**src/rtl/alu_instr_dispatcher_if.sv**
```systemverilog
// Instruction-source and ALU-FSM handshake bundle for alu_instr_dispatcher.
// slave: dispatcher view; master: the surrounding source/ALU view.
interface alu_instr_dispatcher_if #(
  parameter int unsigned OPW  = 4,
  parameter int unsigned REGW = 6
);
  logic                   instr_valid;
  logic                   instr_ready;
  logic [OPW+2*REGW-1:0]  instr_word;
  logic                   start;
  logic [OPW-1:0]         opCode;
  logic [REGW-1:0]        Ri;
  logic [REGW-1:0]        Rj;
  logic                   done;

  modport master (
    output instr_valid, instr_word, done,
    input  instr_ready, start, opCode, Ri, Rj
  );

  modport slave (
    input  instr_valid, instr_word, done,
    output instr_ready, start, opCode, Ri, Rj
  );
endinterface

```
**src/rtl/alu_instr_dispatcher.sv**
```systemverilog
// Buffers packed instruction words and issues them in order to the ALU FSM.
// Optional WATCHDOG_EN macro adds a WAIT-state timeout that drops a stuck instruction.
module alu_instr_dispatcher #(
  parameter int unsigned DEPTH   = 4,
  parameter int unsigned OPW     = 4,
  parameter int unsigned REGW    = 6,
  parameter int unsigned TIMEOUT = 64
) (
  input  logic                       clk_i,
  input  logic                       reset_i,
  alu_instr_dispatcher_if.slave      bus_io,
  output logic                       busy_o,
  output logic [$clog2(DEPTH):0]     fifo_count_o,
  output logic [15:0]                issued_count_o,
  output logic                       err_o
);

  localparam int unsigned PW = $clog2(DEPTH);
  localparam int unsigned CW = PW + 1;
  localparam int unsigned WW = OPW + 2 * REGW;
  localparam logic [CW-1:0] FullCount = CW'(DEPTH);

  if (DEPTH < 2 || (DEPTH & (DEPTH - 1)) != 0 || TIMEOUT < 1) begin : gen_param_check
    $error("alu_instr_dispatcher: DEPTH must be a power of two >= 2 and TIMEOUT >= 1");
  end

  typedef enum logic [1:0] {StIdle, StIssue, StWait} state_e;

  // FIFO storage and bookkeeping
  logic [WW-1:0] mem_q [DEPTH];
  logic [PW-1:0] wr_ptr_q, wr_ptr_d;
  logic [PW-1:0] rd_ptr_q, rd_ptr_d;
  logic [CW-1:0] count_q, count_d;
  logic          push, pop;

  state_e          state_q;
  logic            start_q;
  logic            busy_q;
  logic [OPW-1:0]  op_q;
  logic [REGW-1:0] ri_q;
  logic [REGW-1:0] rj_q;
  logic [15:0]     issued_q;

  assign bus_io.instr_ready = (count_q != FullCount);
  assign push = bus_io.instr_valid && bus_io.instr_ready;
  assign pop  = (state_q == StIdle) && (count_q != '0);

  always_comb begin
    wr_ptr_d = wr_ptr_q;
    rd_ptr_d = rd_ptr_q;
    count_d  = count_q;
    if (push) wr_ptr_d = wr_ptr_q + 1'b1;
    if (pop)  rd_ptr_d = rd_ptr_q + 1'b1;
    unique case ({push, pop})
      2'b10:   count_d = count_q + 1'b1;
      2'b01:   count_d = count_q - 1'b1;
      default: count_d = count_q;
    endcase
  end

  always_ff @(posedge clk_i) begin
    if (reset_i) begin
      wr_ptr_q <= '0;
      rd_ptr_q <= '0;
      count_q  <= '0;
    end else begin
      wr_ptr_q <= wr_ptr_d;
      rd_ptr_q <= rd_ptr_d;
      count_q  <= count_d;
    end
  end

  always_ff @(posedge clk_i) begin
    if (push) mem_q[wr_ptr_q] <= bus_io.instr_word;
  end

`ifdef WATCHDOG_EN
  localparam int unsigned WdW = $clog2(TIMEOUT + 1);
  localparam logic [WdW-1:0] WdLast = WdW'(TIMEOUT - 1);
  logic [WdW-1:0] wd_cnt_q;
  logic           err_q;
`endif

  always_ff @(posedge clk_i) begin
    if (reset_i) begin
      state_q  <= StIdle;
      start_q  <= 1'b0;
      busy_q   <= 1'b0;
      op_q     <= '0;
      ri_q     <= '0;
      rj_q     <= '0;
      issued_q <= '0;
`ifdef WATCHDOG_EN
      wd_cnt_q <= '0;
      err_q    <= 1'b0;
`endif
    end else begin
      unique case (state_q)
        StIdle: begin
          if (pop) begin
            {op_q, ri_q, rj_q} <= mem_q[rd_ptr_q];
            start_q <= 1'b1;
            busy_q  <= 1'b1;
            state_q <= StIssue;
          end
        end
        StIssue: begin
          start_q <= 1'b0;
          state_q <= StWait;
`ifdef WATCHDOG_EN
          wd_cnt_q <= '0;
`endif
        end
        StWait: begin
          // done wins over a timeout landing in the same cycle
          if (bus_io.done) begin
            busy_q   <= 1'b0;
            issued_q <= issued_q + 16'd1;
            state_q  <= StIdle;
          end
`ifdef WATCHDOG_EN
          else if (wd_cnt_q == WdLast) begin
            err_q   <= 1'b1;
            busy_q  <= 1'b0;
            state_q <= StIdle;
          end else begin
            wd_cnt_q <= wd_cnt_q + 1'b1;
          end
`endif
        end
        default: state_q <= StIdle;
      endcase
    end
  end

  assign bus_io.start  = start_q;
  assign bus_io.opCode = op_q;
  assign bus_io.Ri     = ri_q;
  assign bus_io.Rj     = rj_q;
  assign busy_o         = busy_q;
  assign fifo_count_o   = count_q;
  assign issued_count_o = issued_q;
`ifdef WATCHDOG_EN
  assign err_o = err_q;
`else
  assign err_o = 1'b0;
`endif

endmodule

```
**src/flat_wrapper.sv**
```systemverilog
// flat-port wrapper written by rule: the top's interface ports become plain ports
module alu_instr_dispatcher_flat 
#(
  parameter int unsigned DEPTH   = 4,
  parameter int unsigned OPW     = 4,
  parameter int unsigned REGW    = 6,
  parameter int unsigned TIMEOUT = 64
)
  (clk_i, reset_i, busy_o, fifo_count_o, issued_count_o, err_o, bus_io_instr_valid, bus_io_instr_word, bus_io_done, bus_io_instr_ready, bus_io_start, bus_io_opCode, bus_io_Ri, bus_io_Rj);
  alu_instr_dispatcher_if #(.OPW(OPW), .REGW(REGW)) bus_io_i ();
  input  logic clk_i;
  input  logic reset_i;
  output logic busy_o;
  output logic [$clog2(DEPTH):0] fifo_count_o;
  output logic [15:0] issued_count_o;
  output logic err_o;
  input wire logic [$bits(bus_io_i.instr_valid)-1:0] bus_io_instr_valid;
  input wire logic [$bits(bus_io_i.instr_word)-1:0] bus_io_instr_word;
  input wire logic [$bits(bus_io_i.done)-1:0] bus_io_done;
  output wire logic [$bits(bus_io_i.instr_ready)-1:0] bus_io_instr_ready;
  output wire logic [$bits(bus_io_i.start)-1:0] bus_io_start;
  output wire logic [$bits(bus_io_i.opCode)-1:0] bus_io_opCode;
  output wire logic [$bits(bus_io_i.Ri)-1:0] bus_io_Ri;
  output wire logic [$bits(bus_io_i.Rj)-1:0] bus_io_Rj;
  assign bus_io_i.instr_valid = bus_io_instr_valid;
  assign bus_io_i.instr_word = bus_io_instr_word;
  assign bus_io_i.done = bus_io_done;
  assign bus_io_instr_ready = bus_io_i.instr_ready;
  assign bus_io_start = bus_io_i.start;
  assign bus_io_opCode = bus_io_i.opCode;
  assign bus_io_Ri = bus_io_i.Ri;
  assign bus_io_Rj = bus_io_i.Rj;
  alu_instr_dispatcher #(.DEPTH(DEPTH), .OPW(OPW), .REGW(REGW), .TIMEOUT(TIMEOUT)) u_core (.clk_i(clk_i), .reset_i(reset_i), .bus_io(bus_io_i), .busy_o(busy_o), .fifo_count_o(fifo_count_o), .issued_count_o(issued_count_o), .err_o(err_o));
endmodule
```
**config.mk**
```make
export PLATFORM = sky130hd
export DESIGN_NAME = alu_instr_dispatcher_flat
export DESIGN_NICKNAME = d
export VERILOG_FILES = /design/src/rtl/alu_instr_dispatcher_if.sv /design/src/rtl/alu_instr_dispatcher.sv /design/src/flat_wrapper.sv
export SDC_FILE = /design/constraint.sdc
export NUM_CORES = 1
export LEC_CHECK = 0
export ABC_CLOCK_PERIOD_IN_PS = 2800
export BUFFER_PORTS_ARGS = -buffer_cell sky130_fd_sc_hd__buf_2
export CAP_MARGIN = 20
export CORE_MARGIN = 2
export CORE_UTILIZATION = 56
export CTS_CLUSTER_DIAMETER = 200
export DETAILED_ROUTE_END_ITERATION = 10
export PLACE_DENSITY = 0.75
export SKIP_LAST_GASP = 1
export SLEW_MARGIN = 20
export SYNTH_ARGS = -nofsm -noshare
export SYNTH_HDL_FRONTEND = slang
export SYNTH_SLANG_ARGS = --single-unit
```
**constraint.sdc**
```tcl
create_clock -name clk_i -period 2.8 [get_ports clk_i]
set_input_delay 0.14 -clock clk_i [delete_from_list [all_inputs] [get_ports clk_i]]
set_output_delay 0.14 -clock clk_i [all_outputs]
set_load 0.01 [all_outputs]
```
# Word-level counts from Yosys, hierarchy flattened
# Memory sizes are Yosys's and may differ from the RTL's. A register that Yosys moved wholly into a read port is not among the register bits.
# Index checks and enable logic that the tools add are counted.
[op_classes] add_sub_neg=5 n_eq_ne=7 muxes=10 n_reduce_logical=12
[ops] op="16-bit by 1-bit adder with 16-bit output (second input constant)" n=1
[ops] op="2-bit AND reduction" n=4
[ops] op="2-bit one-hot mux with 3 select lines" n=1
[ops] op="3-bit one-hot mux with 2 select lines" n=1
[ops] op="2-bit nonzero test" n=3
[ops] op="2-bit by 1-bit adder with 2-bit output (second input constant)" n=2
[ops] op="2-bit by 1-bit == test with 1-bit output (second input constant)" n=2
[ops] op="2-bit == test (second input constant)" n=2
[ops] op="1-bit two-way mux" n=4
[ops] op="2-bit two-way mux" n=2
[ops] op="1-bit one-hot mux with 2 select lines" n=2
[ops] op="3-bit by 1-bit adder with 3-bit output (second input constant)" n=1
[ops] op="3-bit != test (second input constant)" n=1
[ops] op="3-bit AND reduction" n=1
[ops] op="3-bit nonzero test" n=1
[ops] op="3-bit by 1-bit subtractor with 3-bit output (second input constant)" n=1
[ops] op="1-bit logical AND" n=2
[ops] op="2-bit logical NOT" n=1
[ops] op="2-bit by 1-bit != test with 1-bit output (second input constant)" n=1
[ops] op="2-bit != test (second input constant)" n=1
[word_totals] reg_bits=27 mem_bits_rw=64 input_bits=20 output_inout_bits=39 mem_count=1
[memory_table] name="u_core.mem_q" depth=4 word_bits=16 rd=1 rd_clocked_by_memory_dff=1 wr=1 line_no="alu_instr_dispatcher.sv:30" text="logic [WW-1:0] mem_q [DEPTH];"

# Logic depth before layout (Yosys ltp)
[logic_depth] ltp_word=4 mapped_depth=10

# Worst setup path after synthesis
# OpenSTA, ideal clock, no wires.
[synth_timing] kind="reg2reg" start="register u_core.count_q[0], in the netlist u_core.fifo_count_o[0]" end="register u_core.count_q[2], in the netlist u_core.fifo_count_o[2]" setup_time_ns=0.070 arrival_time_ns=2.320 required_ns=2.730 setup_slack_ns=0.409 stages_incl_launch_ff=11 cell_sequence="dfxtp_1 -> nor3_1 -> or3_1 -> clkinv_1 -> buf_2 -> ha_1 -> inv_1 -> fa_1 -> xor2_1 -> or3_1 -> a21oi_1"
[synth_between] elab_chain_cells=4
[synth_rtl] item="from (decl)" line_no="alu_instr_dispatcher.sv:33" text="logic [CW-1:0] count_q, count_d;"
[synth_rtl] item="from (signal assigned)" line_no="alu_instr_dispatcher.sv:69" text="count_q <= count_d;"
[synth_rtl] item="3-bit nonzero test *" line_no="alu_instr_dispatcher.sv:46" text="assign pop = (state_q == StIdle) && (count_q != '0);"
[synth_rtl] item="1-bit logical AND *" line_no="alu_instr_dispatcher.sv:46"
[synth_rtl] item="named net u_core.pop" line_no="alu_instr_dispatcher.sv:34" text="logic push, pop;"
[synth_rtl] item="2-bit by 1-bit == test with 1-bit output / 2-bit == test (equally long branches)" line_no="alu_instr_dispatcher.sv:54" text="unique case ({push, pop})"
[synth_rtl] item="3-bit one-hot mux with 2 select lines / 2-bit nonzero test (equally long branches)"
# Mark *: on every way through the listed nets, which the timed path passes. The rest lies on a longest branch.
# A chain may end at the register's enable or synchronous reset.

# Final worst setup path
[layout_timing] start="register u_core.count_q[0], in the netlist u_core.fifo_count_o[0]" end="register u_core.count_q[2], in the netlist u_core.fifo_count_o[2]"
[layout_between] elab_chain_cells=4
[layout_rtl] item="3-bit != test / 3-bit nonzero test (equally long branches)" line_no="alu_instr_dispatcher.sv:44, alu_instr_dispatcher.sv:46"
[layout_rtl] item="1-bit logical AND, on equally long branches" line_no="alu_instr_dispatcher.sv:45, alu_instr_dispatcher.sv:46"
[layout_rtl] item="2-bit by 1-bit == test with 1-bit output / 2-bit == test (equally long branches)" line_no="alu_instr_dispatcher.sv:54"
[layout_rtl] item="3-bit one-hot mux with 2 select lines / 2-bit nonzero test (equally long branches)"
# Parallel ways exist; a longest one is shown, timed or not.

==> metrics.yaml <==
drt:
  drt-total-wl_mm: 7.162
  wl_per_cell_um: 15.01
  vias: 2527
  ant_nets: 0
  route.detailed.drc: 0
  drt_first_pass_iters: 4
  vias_per_cell: 5.298
  drt_iter0_drc: 116
sta:
  fin_worst_skew_ps: 9.721
  fmax_ghz: 0.4105
  fin_crit_sh_pct: 87.01
  rsz0062_at_grt: "false"
  hold_viol_final: 0
  setup-tns-final_ps: 0
  maxSlewViolCount: 0
  setup_violations: 0
  tightest_slew_ps: 851.4
  slew-limit-headroom_pct: 43.24
  fin_crit_ps: 2436
global_route:
  grt_pass1_wl_mm: 11.94
  grtUsageTotal_pct: 18.77
  grt_max_degree: 46
  grt_pass1_vias: 2532
  antenna_found_initial: 0
  grt_overflow_total: 0
cts:
  numCtsBuffers: 9
  cts.htree.levels: 3
  clock_sinks: 107
  cts_resized: 0
  cts_setup_buffers: 0
  cts_tree: "done"
  ctsHoldBuffers: 16
  path_clk_slew_ps: 100
  clock_latency_ps: 360
  root_buffer: "clkbuf_8"
  cts.path.max_buffers: 2
die:
  die-area_mm2: 0.008090
  die_h_um: 89.95
  die_w_um: 89.95
  io_pins: 59
  core_region_area_mm2: 0.007214
  rows: 31
  start_util_pct: 57.34
setup_path:
  worstSetupStartpoint: "u_core.fifo_count_o[0]$_SDFFE_PP0P_"
  cp_data_arrival_time_ps: 2730
  critPathKind: "reg2reg"
  cp_common_cell: "inv_1"
  reg2reg_from: "u_core.fifo_count_o[0]$_SDFFE_PP0P_"
  cp_num_buf_inv: 2
  cp-endpoint: "u_core.fifo_count_o[2]$_SDFFE_PP0P_"
  cp_max_fo: 6
  r2r_end: "u_core.fifo_count_o[2]$_SDFFE_PP0P_"
  slowest_stage: "or3b_1"
  crit_required_ps: 3100
  r2r_slack_ps: 360
  reg2reg_depth: 9
  cpPeakStageDelay_ps: 460
  startpoint_type: "register"
  crit_family: "simple AND/OR/NAND/NOR gates"
  crit_path_cell_trace: "or3b_1, and2_1, inv_1, ha_1, inv_1, fa_1, xor2_1, or3_1, a21oi_1"
  worstSetupPathDepth: 9
  critPathCaptureType: "register"
placement:
  dp_hpwl_mm: 4.569
  place.gp.congestion: 0.7763
  portBuffers: 57
synthesis:
  syn_inst: 300
  synth-seq-cells: 107
  synth_edf_count: 64
  synth-main-ff-cell: "edfxtp_1"
  synth_nets: 327
  ys_seq_area_share_pct: 67.27
  yosys_warnings: 0
  avgSynthCellArea_um2: 13.79
  syn-cell-area_mm2: 0.004136
  ys_types: 36
  synthArstFlopShare_pct: 0
finish:
  final_nets: 400
  syn2layout_area_growth_pct: 17.39
  utilization_pct: 67.31
  drive_gt1_share_pct: 25.40
  diodes: 0
worst_hold_path:
  worstHoldPathType: "in2reg"
flow_run:
  cap_violations: 0
power:
  peakVddDrop_v: 0.0004604
  power_leakage_nw: 1.793
  p_per_area_mw_per_mm2: 850.8
status:
  status: "finished, final reports clean"
[cell families after synthesis]
group                    after synthesis  share of synthesized area (%)
flip-flops                           107                          67.27
AND/OR/NAND/NOR                      100                          11.80
AO/OA/AOI/OAI                         32                          3.932
buffers and inverters                 21                          2.389
multiplexers                          18                          9.256
XOR/XNOR                              14                          2.964
adder cells (fa/ha/maj)                7                          2.299
other                                  1                        0.09066
[cell type report]
cell class / instances / area (um2)
multi-input combinational: 172 / 1255
timing repair buffer: 76 / 467.9
sequential: 107 / 2783
clock buffer: 9 / 123.9
fill: 554 / 2359
tap: 99 / 123.9
inverter: 7 / 26.28
clock inverter: 7 / 76.32
[where the power goes]
group,internal (mW),switching [mW]
clock,0.420,0.522
sequential,1.92,0.141
combinational,0.487,0.639
total,2.83,1.30
[flip-flops by register name (all words and copies together), names as in the netlist]
register               flops
u_core.mem_q              64
u_core.issued_count_o     16
u_core.bus_io.Ri           6
u_core.bus_io.Rj           6
u_core.bus_io.opCode       4
u_core.fifo_count_o        3
u_core.rd_ptr_q            2
u_core.state_q             2
u_core.wr_ptr_q            2
u_core.bus_io.start        1
u_core.busy_o              1
[worst min path at each step]
| stage | cells after the start | slack (ps) | start | end |
|---|---|---|---|---|
| detailed placement | 1 | 360 | bus_io_instr_word[5] | u_core.mem_q[1][5]$_DFFE_PP_ |
| CTS | 3 | 70 | bus_io_done | u_core.state_q[1]$_SDFFE_PP0P_ |
| global placement | 1 | 350 | bus_io_instr_word[7] | u_core.mem_q[3][7]$_DFFE_PP_ |
| global route | 3 | 80 | bus_io_done | u_core.state_q[1]$_SDFFE_PP0P_ |
| floorplan | 0 | 240 | bus_io_instr_word[0] | u_core.mem_q[0][0]$_DFFE_PP_ |
| finish | 3 | 70 | bus_io_done | u_core.state_q[1]$_SDFFE_PP0P_ |
[stage by stage]
stage	hold slack (ps)	power, mW	area, um2	setup WS (ps)	std cells
3_3_place_gp	351.6	3.173	4496	494.6	445
2_1_floorplan	238.9	2.853	4136	409.5	300
6_report	73.77	4.131	4856	363.7	477
3_5_place_dp	357.8	3.220	4496	400.2	445
4_1_cts	65.20	4.170	4856	369.1	477
5_1_grt	78.08	4.368	4856	253.7	477
[metal layers]
layer,wire (um),share of wire (%),vias up,GRT usage (%)
li1,-,-,1232,-
met1,3098,43,1202,23.38
met2,3524,49,82,32.39
met3,435,6.1,11,3.856
met4,105,1.5,0,7.564
met5,0,0,-,0
[layout by cell type, fill, tap and decap left out, types with 4 or more instances in the layout]
cell           netlist  routed
dfxtp_1             43      43
and3_1               8       8
o21ai_0              4       4
or3_1                5       5
inv_1                6       6
edfxtp_1            64      64
clkbuf_8             0       9
nor2_1              18      18
nand3_1              4       4
xnor2_1              8       8
mux4_2              16      16
nand2_1             42      42
a21oi_1             27      27
dlygate4sd3_1        0      16
nand4_1              6       6
xor2_1               6       6
buf_2                4      57
ha_1                 6       6
[synthesized netlist by cell type, types with 2 or more instances]
library cell	number	share of area, %
nor2b_1	2	0.30
and3_1	8	1.2
nand4_1	6	0.91
nor3_1	2	0.24
buf_2	4	0.48
nand3_1	4	0.48
nand2_1	42	3.8
ha_1	6	1.8
clkbuf_1	6	0.54
buf_4	4	0.73
edfxtp_1	64	46
xor2_1	6	1.3
nor2_1	18	1.6
xnor2_1	8	1.7
mux2_2	2	0.54
o21ai_0	4	0.48
mux4_2	16	8.7
or3_1	5	0.76
nor4_1	2	0.30
a21oi_1	27	3.3
dfxtp_1	43	21
and2_1	2	0.30
inv_1	6	0.54
[worst reg2reg max path, delay by kind of cell (launching register included)]
kind	cells	cell delay, ps
and+or+nand+nor	3	1000
adders and majority gates	2	570
DFF	1	360
xor gates and xnor gates	1	160
buffers and inverters	2	140
AOI/OAI and AO/OA	1	140
Note: power is estimated with default switching activity, not from simulation.
